===== src/rtl/wb_arb_pkg.sv =====
// rtl/wb_arb_pkg.sv - shared defaults, types and round-robin pick function for the writeback arbiter
package wb_arb_pkg;

    localparam int NREQ_DEF   = 3;
    localparam int DW_DEF     = 16;
    localparam int AW_DEF     = 4;
    localparam int PERF_W_DEF = 16;
    localparam int R0_IDX     = 0;

    localparam int MAX_REQ = 4;
    localparam int IDX_W   = 2;

    typedef struct packed {
        logic             grant;
        logic [IDX_W-1:0] winner;
    } rr_pick_t;

    // Walks from ptr+1 around the ring; iterating backwards lets the nearest eligible index overwrite the rest.
    function automatic rr_pick_t rr_next(
        input logic [IDX_W-1:0]   ptr,
        input logic [MAX_REQ-1:0] eligible,
        input int                 nreq
    );
        rr_pick_t pick;
        int       idx;
        pick = '0;
        for (int k = MAX_REQ; k >= 1; k--) begin
            if (k <= nreq) begin
                idx = (int'(ptr) + k) % nreq;
                if (eligible[idx]) begin
                    pick.grant  = 1'b1;
                    pick.winner = IDX_W'(idx);
                end
            end
        end
        return pick;
    endfunction

endpackage


===== src/rtl/rr_arbiter.sv =====
// rtl/rr_arbiter.sv - NREQ-way round-robin picker holding the last-winner pointer
module rr_arbiter
    import wb_arb_pkg::*;
#(
    parameter int NREQ = NREQ_DEF
) (
    input  logic            clk,
    input  logic            rst_n,
    input  logic [NREQ-1:0] eligible,
    output logic            grant_valid,
    output logic [NREQ-1:0] grant_onehot
);

    logic [IDX_W-1:0]   ptr_q;
    logic [IDX_W-1:0]   ptr_d;
    logic [MAX_REQ-1:0] elig_pad;
    rr_pick_t           pick;

    always_comb begin
        elig_pad           = '0;
        elig_pad[NREQ-1:0] = eligible;
        pick               = rr_next(ptr_q, elig_pad, NREQ);
        grant_valid        = pick.grant;
        for (int i = 0; i < NREQ; i++) begin
            grant_onehot[i] = pick.grant && (pick.winner == IDX_W'(i));
        end
        ptr_d = pick.grant ? pick.winner : ptr_q;
    end

    // Reset pointer at the last slot so requester 0 wins the first contention.
    always_ff @(posedge clk or negedge rst_n) begin
        if (!rst_n) begin
            ptr_q <= IDX_W'(NREQ - 1);
        end else begin
            ptr_q <= ptr_d;
        end
    end

endmodule


===== src/rtl/regfile_wb_arbiter.sv =====
// rtl/regfile_wb_arbiter.sv - round-robin writeback arbiter driving the regfile write port
// Optional perf counters enabled by defining WB_ARB_PERF_EN.
module regfile_wb_arbiter
    import wb_arb_pkg::*;
#(
    parameter int NREQ = NREQ_DEF,
    parameter int DW   = DW_DEF,
    parameter int AW   = AW_DEF
`ifdef WB_ARB_PERF_EN
    , parameter int PERF_W = PERF_W_DEF
`endif
) (
    input  logic               clk,
    input  logic               rst_n,
    input  logic               wb_hold,
    input  logic [NREQ-1:0]    req_valid,
    output logic [NREQ-1:0]    req_ready,
    input  logic [NREQ*AW-1:0] req_rd,
    input  logic [NREQ*DW-1:0] req_data,
    output logic               rf_reg_write,
    output logic [AW-1:0]      rf_rd,
    output logic [DW-1:0]      rf_rd_data
`ifdef WB_ARB_PERF_EN
    , output logic [NREQ*PERF_W-1:0] perf_grant_cnt
    , output logic [PERF_W-1:0]      perf_conflict
`endif
);

    logic [NREQ-1:0] eligible;
    logic [NREQ-1:0] drop;
    logic [NREQ-1:0] grant_onehot;
    logic            grant_valid;
    logic [AW-1:0]   win_rd;
    logic [DW-1:0]   win_data;

    logic            rf_we_q, rf_we_d;
    logic [AW-1:0]   rf_rd_q, rf_rd_d;
    logic [DW-1:0]   rf_data_q, rf_data_d;

    // R0 writes are acknowledged immediately but never compete for the write slot.
    always_comb begin
        for (int i = 0; i < NREQ; i++) begin
            eligible[i] = req_valid[i] && (req_rd[i*AW +: AW] != AW'(R0_IDX)) && !wb_hold;
            drop[i]     = req_valid[i] && (req_rd[i*AW +: AW] == AW'(R0_IDX)) && !wb_hold;
        end
    end

    rr_arbiter #(
        .NREQ(NREQ)
    ) u_rr_arbiter (
        .clk         (clk),
        .rst_n       (rst_n),
        .eligible    (eligible),
        .grant_valid (grant_valid),
        .grant_onehot(grant_onehot)
    );

    assign req_ready = rst_n ? (grant_onehot | drop) : '0;

    always_comb begin
        win_rd   = '0;
        win_data = '0;
        for (int i = 0; i < NREQ; i++) begin
            if (grant_onehot[i]) begin
                win_rd   = req_rd[i*AW +: AW];
                win_data = req_data[i*DW +: DW];
            end
        end
        rf_we_d   = grant_valid;
        rf_rd_d   = grant_valid ? win_rd : rf_rd_q;
        rf_data_d = grant_valid ? win_data : rf_data_q;
    end

    always_ff @(posedge clk or negedge rst_n) begin
        if (!rst_n) begin
            rf_we_q   <= 1'b0;
            rf_rd_q   <= '0;
            rf_data_q <= '0;
        end else begin
            rf_we_q   <= rf_we_d;
            rf_rd_q   <= rf_rd_d;
            rf_data_q <= rf_data_d;
        end
    end

    assign rf_reg_write = rf_we_q;
    assign rf_rd        = rf_rd_q;
    assign rf_rd_data   = rf_data_q;

`ifdef WB_ARB_PERF_EN
    logic [NREQ*PERF_W-1:0] grant_cnt_q, grant_cnt_d;
    logic [PERF_W-1:0]      conflict_q, conflict_d;

    always_comb begin
        grant_cnt_d = grant_cnt_q;
        for (int i = 0; i < NREQ; i++) begin
            if (grant_onehot[i] && (grant_cnt_q[i*PERF_W +: PERF_W] != {PERF_W{1'b1}})) begin
                grant_cnt_d[i*PERF_W +: PERF_W] = grant_cnt_q[i*PERF_W +: PERF_W] + 1'b1;
            end
        end
        conflict_d = conflict_q;
        if (($countones(eligible) >= 2) && (conflict_q != {PERF_W{1'b1}})) begin
            conflict_d = conflict_q + 1'b1;
        end
    end

    always_ff @(posedge clk or negedge rst_n) begin
        if (!rst_n) begin
            grant_cnt_q <= '0;
            conflict_q  <= '0;
        end else begin
            grant_cnt_q <= grant_cnt_d;
            conflict_q  <= conflict_d;
        end
    end

    assign perf_grant_cnt = grant_cnt_q;
    assign perf_conflict  = conflict_q;
`endif

endmodule


===== config.mk =====
export PLATFORM = sky130hd
export DESIGN_NAME = regfile_wb_arbiter
export DESIGN_NICKNAME = d
export VERILOG_FILES = /design/src/rtl/wb_arb_pkg.sv /design/src/rtl/rr_arbiter.sv /design/src/rtl/regfile_wb_arbiter.sv
export SDC_FILE = /design/constraint.sdc
export NUM_CORES = 1
export LEC_CHECK = 0
export CORE_ASPECT_RATIO = 2
export CORE_MARGIN = 2
export CORE_UTILIZATION = 36
export CTS_CLUSTER_DIAMETER = 120
export DETAILED_ROUTE_END_ITERATION = 6
export PLACE_DENSITY_LB_ADDON = 0.12
export SYNTH_ARGS = -nofsm -noshare
export SYNTH_HDL_FRONTEND = slang
export SYNTH_SLANG_ARGS = --single-unit

===== constraint.sdc =====
create_clock -name clk -period 2.1 [get_ports clk]
set_clock_uncertainty 0.05 [all_clocks]
set_input_delay 0.21 -clock clk [delete_from_list [all_inputs] [get_ports clk]]
set_output_delay 0.21 -clock clk [all_outputs]
set_load 0.01 [all_outputs]

; ---- Word level (Yosys, flattened, before mapping)
; Index checks and enable logic that the tools add are counted.
[word_totals]
word_cells = 58
inputBits = 66
ff_bits = 23
out_inout_bits = 24
[op_classes]
n_addsub = 3
n_reduce_logical = 23
order_cmp = 3
bitwise = 1
n_eq_ne = 2
div = 3
n_mux = 19
[ops]
columns = operator, n
row1 = "less-than comparator 32 x 4 -> 1 bit, second input constant", 3
row2 = "remainder unit 32 x 3 -> 32 bit, second input constant", 3
row3 = 2-to-1 mux 16 bit, 3
row4 = logical AND 1 bit, 15
row5 = zero test 4 bit, 3
row6 = 2-to-1 mux 3 bit, 4
row7 = 2-to-1 mux 4 bit, 3
row8 = nonzero test 4 bit, 3
row9 = "adder 2 x 2 -> 3 bit, second input constant", 2
row10 = binary-select mux 1 bit (select 2 bit), 3
row11 = 2-to-1 mux 1 bit, 6
row12 = "adder 2 x 1 -> 3 bit, second input constant", 1
row13 = bitwise OR 3 bit, 1
row14 = "== test 2 x 1 -> 1 bit, second input constant", 1
row15 = "== test 2 bit, second input constant", 1
row16 = zero test 2 bit, 1
row17 = zero test 1 bit, 1

; ---- Logic depth before layout (Yosys ltp)
; Gate-level depths: netlist (run 1).
[depth]
word_depth = 14
mapped_depth = 9
ltp_nobuf = 8

; ---- By module
; A second synthesis (run 1) with hierarchy kept.
[hier_totals]
cells_unflattened = 185
hier_area_um2 = 1783.0
[modules_own_cells]
columns = mod, instances, cells_per_inst, seq_area_each_um2, area_each_um2
row1 = regfile_wb_arbiter, 1, 132, 525.5, 1333.8
row2 = rr_arbiter, 1, 53, 51.3, 449.2

; ---- Least setup slack after synthesis (run 1)
; No wires, ideal clock.
[synth_path]
path_kind = reg-to-output
startpoint = register u_rr_arbiter.ptr_q[1]
endpoint = output req_ready[0]
required_ns = 1.840
path_slack_ns = -0.216
path_buffers = 2
arrival_time_ns = 2.056
path_stages_with_launch = 10
path_cell_list = dfstp_2 -> inv_1 -> ha_1 -> or3_1 -> o311ai_1 -> or3_1 -> buf_2 -> buf_6 -> nand3_1 -> o22ai_1
[synth_between]
elab_chain_cells = 12
elab_cells_between_ends = 22
[synth_lines]
columns = element, line_no
row1 = "start, declared", rr_arbiter.sv:14  ; logic [IDX_W-1:0] ptr_q;
row2 = "start signal, assigned", rr_arbiter.sv:33  ; ptr_q <= IDX_W'(NREQ - 1);
row3 = "start signal, assigned", rr_arbiter.sv:35  ; ptr_q <= ptr_d;
row4 = adder 2 x 2 -> 3 bit, wb_arb_pkg.sv:29  ; idx = (int'(ptr) + k) % nreq;
row5 = remainder unit 32 x 3 -> 32 bit, wb_arb_pkg.sv:29
row6 = binary-select mux 1 bit (select 2 bit), wb_arb_pkg.sv:30  ; if (eligible[idx]) begin
row7 = 2-to-1 mux 1 bit (not written as such) (2 in a row), wb_arb_pkg.sv:30
row8 = 2-to-1 mux 3 bit (2 in a row), wb_arb_pkg.sv:30
row9 = 2-to-1 mux 3 bit *, wb_arb_pkg.sv:30
row10 = zero test 2 bit, rr_arbiter.sv:25  ; grant_onehot[i] = pick.grant && (pick.winner == IDX_W'(i));
row11 = logical AND 1 bit *, rr_arbiter.sv:25
row12 = bitwise OR 3 bit *, regfile_wb_arbiter.sv:58  ; assign req_ready = rst_n ? (grant_onehot | drop) : '0;
row13 = 2-to-1 mux 3 bit *, regfile_wb_arbiter.sv:58
row14 = "end, declared", regfile_wb_arbiter.sv:17  ; output logic [NREQ-1:0] req_ready,
; Every way passes the cells marked *; elsewhere a longest branch is shown, timed or not. The select of a mux whose other input is x is not followed.

; ---- Worst setup path in the final report (run 1)
; Ends and elaborated chain as after synthesis.

==> Implementation_results.wiki, run 1 <==
{| class="wikitable"
! Metric !! Value
|-
| Outcome || finished, violations left
|-
| Failing checks || negative setup slack
|-
| Total number of yosys warnings || 0
|-
| Crit Path Max Fanout || 4
|-
| Number of standard cells in the layout, taps in and fillers out || 372
|-
| Met1 GRT Util || 28.0%
|-
| H-tree levels || 1
|-
| Area of the die || 5520 sq um
|-
| Max-slew violation count || 0
|-
| Global routing usage on met2 || 49.4%
|-
| Area grow syn2layout || 95.2%
|-
| Number of global-route vias before repair || 2248
|-
| Fill cell instance count of the final layout || 367
|-
| Distinct cell type count after synthesis || 36
|-
| CP Data Required Time || 1.84 ns
|-
| Final Critical Period || 2.38 ns
|-
| IO Count || 90
|-
| First element of the critical path || u_rr_arbiter.ptr_q[1]
|-
| Initial detailed-routing violation count || 51
|-
| Max Buffers Root-to-Sink || 2
|-
| Sw frac || 40.2%
|-
| Gate count of the mapped netlist || 189
|-
| TritonRoute pass-1 iters || 6
|-
| Highest-utilization routing layer at the global route stage || met2
|-
| Total Neg Setup Slack || -4.39 ns
|-
| Cell row count || 36
|-
| Final weighted congestion of routability-driven global placement || 0.930
|-
| Register area || 577 sq um
|-
| Final HPWL from detailed placement || 4410 microns
|-
| Proportion of layout cells with a drive suffix above 1 || 36.5%
|-
| Initial antenna violation count || 0
|-
| Total via count in the routed design || 2187
|-
| Count of final hold-check violations || 0
|-
| Worst Slack Setup Final || -0.281 ns
|-
| Clock input transition at the sequential cells of the worst setup and hold paths || 0.10 ns
|-
| Final-stage net count || 384
|-
| Pwr dens || 1240 nW/um^2
|-
| Final setup violation count || 26
|-
| DRC Markers || 0
|-
| Post-detailed-route via-to-cell ratio || 5.88
|-
| Unrepaired setup endpoints after global routing || true
|-
| Origin of the worst min-delay path || req_rd[9]
|-
| Core area || 4820 sq um
|-
| Internal Pwr Total || 2.55 mW
|-
| Class of the tightest hold or removal check || input port to register
|-
| Quantity of hold-fixing buffers added after cts || 0
|-
| Clock tree from TritonCTS || done
|-
| Vertical extent of the die || 103 microns
|-
| Most instantiated flip-flop cell in the synthesis netlist || sky130_fd_sc_hd__dfrtp_1
|-
| Comb power frac || 73.9%
|-
| Post-Synthesis Cell Area || 1770 sq um
|-
| Met3 Track Usage GR || 2.17%
|-
| Static Leak || 1.41 nW
|-
| Sequential share of power || 19.1%
|-
| Transition time at the pin with the least slew margin || 0.375 ns
|-
| Antenna-violating nets left || 0
|-
| Slack of the worst reg-to-reg path || -0.21 ns
|-
| Type of the worst setup path || register to output pin
|-
| Starting utilization of the core area || 36.7%
|-
| Clock root buffer || sky130_fd_sc_hd__clkbuf_8
|-
| Global-route congestion overflow total || 0
|-
| Relative contribution of the clock network to total power || 6.9%
|-
| Global-route total usage across every layer || 26.3%
|-
| Cell count after placement || 349
|-
| Capturing element type of the critical path || output pin
|-
| Minimum hold slack || 0.231 ns
|-
| Detailed-route wire length || 7100 microns
|-
| CP startpoint kind || register
|-
| Post-Route Utilization || 71.6%
|-
| Total net switching power || 1.72 mW
|-
| Mapped Nets || 257
|-
| Max-cap violation count || 0
|-
| Number of storage elements in the synthesis netlist || 23
|-
| Sequential area share after synthesis || 32.6%
|-
| Die span in x || 53.6 microns
|-
| Input/output buffers || 89
|-
| Worst-skew pair later-pin latency || 0.26 ns
|-
| Peak supply drop || 1050 uV
|-
| Syn avg cell area || 9.35 sq um
|-
| TritonCTS buffer count || 3
|-
| Antenna diodes || 0
|-
| Largest net degree at the start of global routing || 21
|-
| Average wire per standard cell || 19.1 microns
|-
| Relative slew slack || 74.9%
|-
| # clock sinks || 23
|-
| Fin crit share || 113%
|-
| Async set-or-reset flop fraction in the synthesized netlist || 100%
|-
| Number of flops mapped to enable cells by yosys || 0
|-
| Launch point of the worst reg-to-reg path || u_rr_arbiter.ptr_q[1]
|-
| Highest clock rate || 420 MHz
|-
| Area of combinational cells with multiple inputs || 1220 sq um
|-
| Data arrival, critical path || 2.12 ns
|-
| First-pass GRT wire length || 10700 microns
|}
## Yosys cell counts, types with 2 or more instances
master	number	share of area, %
sky130_fd_sc_hd__inv_1	23	4.9
sky130_fd_sc_hd__dfrtp_1	22	31
sky130_fd_sc_hd__a41oi_1	20	9.9
sky130_fd_sc_hd__o2bb2ai_1	20	9.9
sky130_fd_sc_hd__o31ai_1	20	8.5
sky130_fd_sc_hd__o22ai_2	17	12
sky130_fd_sc_hd__clkbuf_1	12	2.5
sky130_fd_sc_hd__buf_2	7	2.0
sky130_fd_sc_hd__nand2_1	5	1.1
sky130_fd_sc_hd__o22ai_1	4	1.4
sky130_fd_sc_hd__nand3_1	3	0.85
sky130_fd_sc_hd__nor2_1	3	0.64
sky130_fd_sc_hd__nor2b_1	3	1.1
sky130_fd_sc_hd__buf_6	2	1.3
sky130_fd_sc_hd__ha_1	2	1.4
sky130_fd_sc_hd__nand2b_1	2	0.71
sky130_fd_sc_hd__o21ai_0	2	0.57
sky130_fd_sc_hd__o21ai_1	2	0.57
sky130_fd_sc_hd__or3_1	2	0.71
sky130_fd_sc_hd__or4_1	2	0.85
## area by class of cell
type,count,area share (%)
Timing Repair Buffer,143,41.8
Multi-Input combinational cell,122,35.5
Sequential cell,23,16.7
Inverter,23,2.57
Tap cell,57,2.07
Clock buffer,3,1.20
Clock inverter,1,0.145
## flip-flops by register name, indices dropped and copies added, names as in the netlist
name,count
rf_rd,4
rf_rd_data,16
rf_reg_write,1
u_rr_arbiter.ptr_q,2
## metrics by stage
stage	power [mW]	cell area, sq um	worst slack, ns
6_report	4.27	3450	-0.281
5_1_grt	4.51	3450	-0.343
4_1_cts	4.06	3370	-0.282
3_5_place_dp	3.16	2960	-0.689
3_3_place_gp	3.14	2960	-0.661
2_1_floorplan	2.10	1840	-0.0737
## kinds of logic after synthesis
kind of cell,share of synthesized area [%]
compound gates,45.9
fa+ha+maj,1.42
buf+inv,10.7
flops,32.6
simple gates,9.34
## power groups by stage
| stage | registers, mW | clock network (mW) | logic, mW |
|---|---|---|---|
| 2_1_floorplan | 0.912 | 0 | 1.19 |
| 3_3_place_gp | 0.817 | 0 | 2.33 |
| 3_5_place_dp | 0.820 | 0 | 2.34 |
| 4_1_cts | 0.813 | 0.290 | 2.96 |
| 5_1_grt | 0.840 | 0.315 | 3.35 |
| 6_report | 0.817 | 0.296 | 3.16 |
## routing by layer
layer | share of wire (%) | vias to the layer above
met2 | 55 | 110
met5 | 0 | -
li1 | - | 1010
met3 | 5.7 | 30
met4 | 4.7 | 0
met1 | 35 | 1037
## critical path, stage by stage, from the launching register on
cell	delay (ns)
sky130_fd_sc_hd__dfstp_2	0.57
sky130_fd_sc_hd__inv_2	0.06
sky130_fd_sc_hd__ha_4	0.17
sky130_fd_sc_hd__or3_4	0.41
sky130_fd_sc_hd__o311ai_4	0.09
sky130_fd_sc_hd__or3_4	0.20
sky130_fd_sc_hd__nand3_2	0.07
sky130_fd_sc_hd__o22ai_2	0.14
sky130_fd_sc_hd__buf_2	0.15
## layout by cell type (no fill, tap or decap), types with 6 or more instances in the layout
master / instances
sky130_fd_sc_hd__a41oi_1: 14
sky130_fd_sc_hd__a41oi_2: 6
sky130_fd_sc_hd__buf_4: 37
sky130_fd_sc_hd__buf_6: 11
sky130_fd_sc_hd__clkdlybuf4s50_1: 80
sky130_fd_sc_hd__dfrtp_1: 22
sky130_fd_sc_hd__inv_1: 21
sky130_fd_sc_hd__o22ai_2: 18
sky130_fd_sc_hd__o2bb2ai_1: 19
sky130_fd_sc_hd__o31ai_1: 20
## final timing paths
path | endpoint | depth (start not counted)
hold / removal | rf_rd[1] | 3
max in group asynchronous | rf_rd_data[15] | 2
setup / recovery | req_ready[0] | 8
min in group asynchronous | rf_rd[1] | 2
hold reg to reg | rf_rd_data[11] | 1
setup reg to reg | rf_rd_data[7] | 9
## timing repair
action / CTS / global route
pin swaps: 12 / 8
setup buffers: 18 / 3
gates cloned: 3 / 0
resized for setup: 49 / 22
setup endpoints to repair: 26 / 26
Note: power is estimated with default switching activity, not from simulation.
==> run 2: changes to the inputs <==
--- a/config.mk
+++ b/config.mk
@@ -11,6 +11,7 @@
 export CTS_CLUSTER_DIAMETER = 120
 export DETAILED_ROUTE_END_ITERATION = 6
 export PLACE_DENSITY_LB_ADDON = 0.12
+export SLEW_MARGIN = 10
 export SYNTH_ARGS = -nofsm -noshare
 export SYNTH_HDL_FRONTEND = slang
 export SYNTH_SLANG_ARGS = --single-unit
==> results of run 2 <==
The final DEF is identical to that of run 1; final timing and power are the same.
==> run 3: changes to the inputs <==
==> constraint.sdc (replaced) <==
create_clock -name clk -period 2.1 [get_ports clk]
set_clock_uncertainty 0.05 [all_clocks]
set_input_delay 0.63 -clock clk [delete_from_list [all_inputs] [get_ports clk]]
set_output_delay 0.63 -clock clk [all_outputs]
set_load 0.01 [all_outputs]
==> run 3 against run 2 <==
Net effect: the flow still finishes with violations (negative setup slack); count of clock-buffer cells in the layout stayed put; fmax down 16%; cell count down 1.3%; power increased by 1.0%; first-iteration DRC count down 43%; worst hold slack improved by 0.22 ns; highest routed layer unchanged.
==> Implementation_results.wiki, run 3 (same netlist as run 1, synthesis figures left out) <==
{| class="wikitable"
! Metric !! Value
|-
| Final weighted congestion of routability-driven global placement || 0.949 (was 0.930)
|-
| Post-layout instance area || 3530 sq um (was 3450 sq um)
|-
| IO Count || 90 (unchanged)
|-
| Capturing element type of the critical path || output pin (unchanged)
|-
| DRC Markers || 0 (unchanged)
|-
| Initial antenna violation count || 0 (unchanged)
|-
| Clock tree from TritonCTS || done (unchanged)
|-
| Crit Path Max Fanout || 4 (unchanged)
|-
| Type of the worst setup path || input port to output pin (was register to output pin)
|-
| Highest clock rate || 351 MHz (was 420 MHz)
|-
| Relative contribution of the clock network to total power || 6.8% (was 6.9%)
|-
| Max Buffers Root-to-Sink || 2 (unchanged)
|-
| Peak supply drop || 976 uV (was 1050 uV)
|-
| Worst path cell trace || buf_2, or4_4, and3_4, or3_4, nand3_4, o22ai_2, buf_2 (was inv_2, ha_4, or3_4, o311ai_4, or3_4, nand3_2, o22ai_2, buf_2)
|-
| Cell row count || 36 (unchanged)
|-
| Largest net degree at the start of global routing || 21 (unchanged)
|-
| Max-cap violation count || 0 (unchanged)
|-
| Hold endpoint || rf_rd_data[12] (was rf_rd[1])
|-
| Hold depth || 1 (was 3)
|-
| TritonRoute pass-1 iters || 4 (was 6)
|-
| Detailed-route wire length || 7270 microns (was 7100 microns)
|-
| Proportion of layout cells with a drive suffix above 1 || 42.3% (was 36.5%)
|-
| Fin crit share || 136% (was 113%)
|-
| Antenna diodes || 0 (unchanged)
|-
| Clock input transition at the sequential cells of the worst setup and hold paths || 0.09 ns (was 0.10 ns)
|-
| Total Neg Setup Slack || -16.32 ns (was -4.39 ns)
|-
| Fill cell instance count of the final layout || 337 (was 367)
|-
| Final Critical Period || 2.85 ns (was 2.38 ns)
|-
| First-pass GRT wire length || 10300 microns (was 10700 microns)
|-
| Total via count in the routed design || 2143 (was 2187)
|-
| Unrepaired setup endpoints after global routing || true (unchanged)
|-
| Clock root buffer || sky130_fd_sc_hd__clkbuf_8 (unchanged)
|-
| Area grow syn2layout || 99.9% (was 95.2%)
|-
| Slack of the worst reg-to-reg path || -0.61 ns (was -0.21 ns)
|-
| Pwr dens || 1220 nW/um^2 (was 1240 nW/um^2)
|-
| Max-slew violation count || 0 (unchanged)
|-
| Launch point of the worst reg-to-reg path || u_rr_arbiter.ptr_q[1] (unchanged)
|-
| Quantity of hold-fixing buffers added after cts || 0 (unchanged)
|-
| Minimum hold slack || 0.447 ns (was 0.231 ns)
|-
| Count of final hold-check violations || 0 (unchanged)
|-
| Comb power frac || 73.8% (was 73.9%)
|-
| Data arrival, critical path || 2.17 ns (was 2.12 ns)
|-
| Buffer and inverter count on the worst path || 2 (unchanged)
|-
| Sw frac || 41.5% (was 40.2%)
|-
| # clock sinks || 23 (unchanged)
|-
| Outcome || finished, violations left (unchanged)
|-
| Failing checks || negative setup slack (unchanged)
|-
| Worst reg2reg path endpoint || rf_rd[1] (was rf_rd_data[7])
|-
| Register area || 577 sq um (unchanged)
|-
| Highest-count cells in the layout ignoring fill and taps || sky130_fd_sc_hd__clkdlybuf4s50_1, sky130_fd_sc_hd__buf_4, sky130_fd_sc_hd__dfrtp_1 (unchanged)
|-
| Class of the tightest hold or removal check || register to register (was input port to register)
|-
| Antenna-violating nets left || 0 (unchanged)
|-
| Global-route total usage across every layer || 25.8% (was 26.3%)
|-
| Worst Slack Setup Final || -0.749 ns (was -0.281 ns)
|-
| Total net switching power || 1.79 mW (was 1.72 mW)
|-
| Most common library cell in the layout ignoring fill and taps || sky130_fd_sc_hd__clkdlybuf4s50_1 (unchanged)
|-
| Static Leak || 1.42 nW (was 1.41 nW)
|-
| Post-detailed-route via-to-cell ratio || 5.84 (was 5.88)
|-
| Total placed instance area || 2890 sq um (was 2960 sq um)
|-
| CP startpoint kind || input port (was register)
|-
| Input/output buffers || 89 (unchanged)
|-
| Max reg flops || 16 (unchanged)
|-
| Sequential share of power || 19.4% (was 19.1%)
|-
| Initial detailed-routing violation count || 29 (was 51)
|-
| Average wire per standard cell || 19.8 microns (was 19.1 microns)
|-
| Area of combinational cells with multiple inputs || 1360 sq um (was 1220 sq um)
|-
| CP Data Required Time || 1.42 ns (was 1.84 ns)
|-
| Post-Route Utilization || 73.3% (was 71.6%)
|-
| Area of the die || 5520 sq um (unchanged)
|-
| Global-route congestion overflow total || 0 (unchanged)
|-
| Number of global-route vias before repair || 2228 (was 2248)
|-
| Crit path top cell by count || sky130_fd_sc_hd__buf_2 (was sky130_fd_sc_hd__or3_4)
|-
| Internal Pwr Total || 2.52 mW (was 2.55 mW)
|-
| Die span in x || 53.6 microns (unchanged)
|-
| Final setup violation count || 26 (unchanged)
|-
| Critical-path top delay cell || sky130_fd_sc_hd__or4_4 (was sky130_fd_sc_hd__dfstp_2)
|-
| Vertical extent of the die || 103 microns (unchanged)
|-
| Worst-skew pair later-pin latency || 0.27 ns (was 0.26 ns)
|-
| Final-stage net count || 379 (was 384)
|-
| Worst Reg2Reg Path Length in Cells || 16 (was 9)
|-
| Worst setup slack before clock tree synthesis || -1.50 ns (was -0.689 ns)
|-
| Transition time at the pin with the least slew margin || 0.326 ns (was 0.375 ns)
|-
| Final HPWL from detailed placement || 4710 microns (was 4410 microns)
|-
| Core area || 4820 sq um (unchanged)
|-
| Maximum cell stage delay along the critical path || 0.54 ns (was 0.57 ns)
|-
| H-tree levels || 1 (unchanged)
|-
| Starting utilization of the core area || 36.7% (unchanged)
|-
| Kind of cell with the highest combined delay on the critical path || simple AND/OR/NAND/NOR gates (unchanged)
|-
| Origin of the worst min-delay path || rf_rd_data[12] (was req_rd[9])
|-
| Relative slew slack || 78.1% (was 74.9%)
|-
| TritonCTS buffer count || 3 (unchanged)
|}
==> run 3: power groups by stage <==
stage	clock network, mW	logic, mW	registers [mW]
after floorplan	0	1.12	0.902
after detailed placement	0	2.21	0.808
after CTS	0.300	2.65	0.809
after global placement	0	2.18	0.812
after global routing	0.317	3.36	0.864
final	0.291	3.18	0.839
==> run 3: worst max path at each step <==
stage	slack [ns]	from	cells after the start	end
final	-0.75	req_rd[1]	7	req_ready[0]
after global routing	-0.81	req_rd[1]	9	req_ready[0]
after CTS	-0.74	req_rd[2]	7	req_ready[0]
after detailed placement	-1.50	req_rd[0]	6	req_ready[2]
after global placement	-1.49	req_rd[0]	6	req_ready[2]
after floorplan	-0.72	req_rd[0]	6	req_ready[2]
==> run 3: layer usage <==
metal / up-vias / GRT usage (%) / part of all wire [%]
met5: - / 0 / 0
met4: 0 / 13.0 / 3.5
met2: 97 / 50.7 / 58
li1: 991 / - / -
met3: 21 / 3.33 / 4.4
met1: 1034 / 24.0 / 35
==> run 3: cell type report <==
class / count / share of cell area (%)
clock inverters: 1 / 0.212
well taps: 57 / 2.02
clock buffers: 3 / 1.17
inverters: 23 / 2.58
multi-input cells: 122 / 38.4
repair buffers: 138 / 39.3
flip-flops and latches: 23 / 16.3
==> run 3: worst reg2reg max path: stages (launching register included) <==
cell                        delay [ns]
sky130_fd_sc_hd__dfstp_2          0.57
sky130_fd_sc_hd__ha_4             0.21
sky130_fd_sc_hd__buf_6            0.13
sky130_fd_sc_hd__nor2_4           0.11
sky130_fd_sc_hd__a221oi_4         0.05
sky130_fd_sc_hd__o21ai_2          0.18
sky130_fd_sc_hd__nand3_2          0.12
sky130_fd_sc_hd__buf_4            0.15
sky130_fd_sc_hd__buf_6            0.11
sky130_fd_sc_hd__buf_6            0.11
sky130_fd_sc_hd__buf_6            0.11
sky130_fd_sc_hd__buf_6            0.10
sky130_fd_sc_hd__buf_6            0.10
sky130_fd_sc_hd__buf_6            0.10
sky130_fd_sc_hd__buf_8            0.13
sky130_fd_sc_hd__buf_12           0.14
sky130_fd_sc_hd__o2bb2ai_1        0.13
==> run 3: repair_timing <==
action | in CTS | in global routing
endpoints found under the setup margin | 26 | 26
endpoints found under the hold margin | 0 | 0
setup buffers | 5 | 14
resized for setup | 97 | 56
gates cloned | 3 | 0
pin swaps | 12 | 23
==> run 3: through the flow <==
stage	power, mW	cells
2_1_floorplan	2.02	189
3_3_place_gp	3.00	343
3_5_place_dp	3.02	343
4_1_cts	3.76	355
5_1_grt	4.55	367
6_report	4.31	367
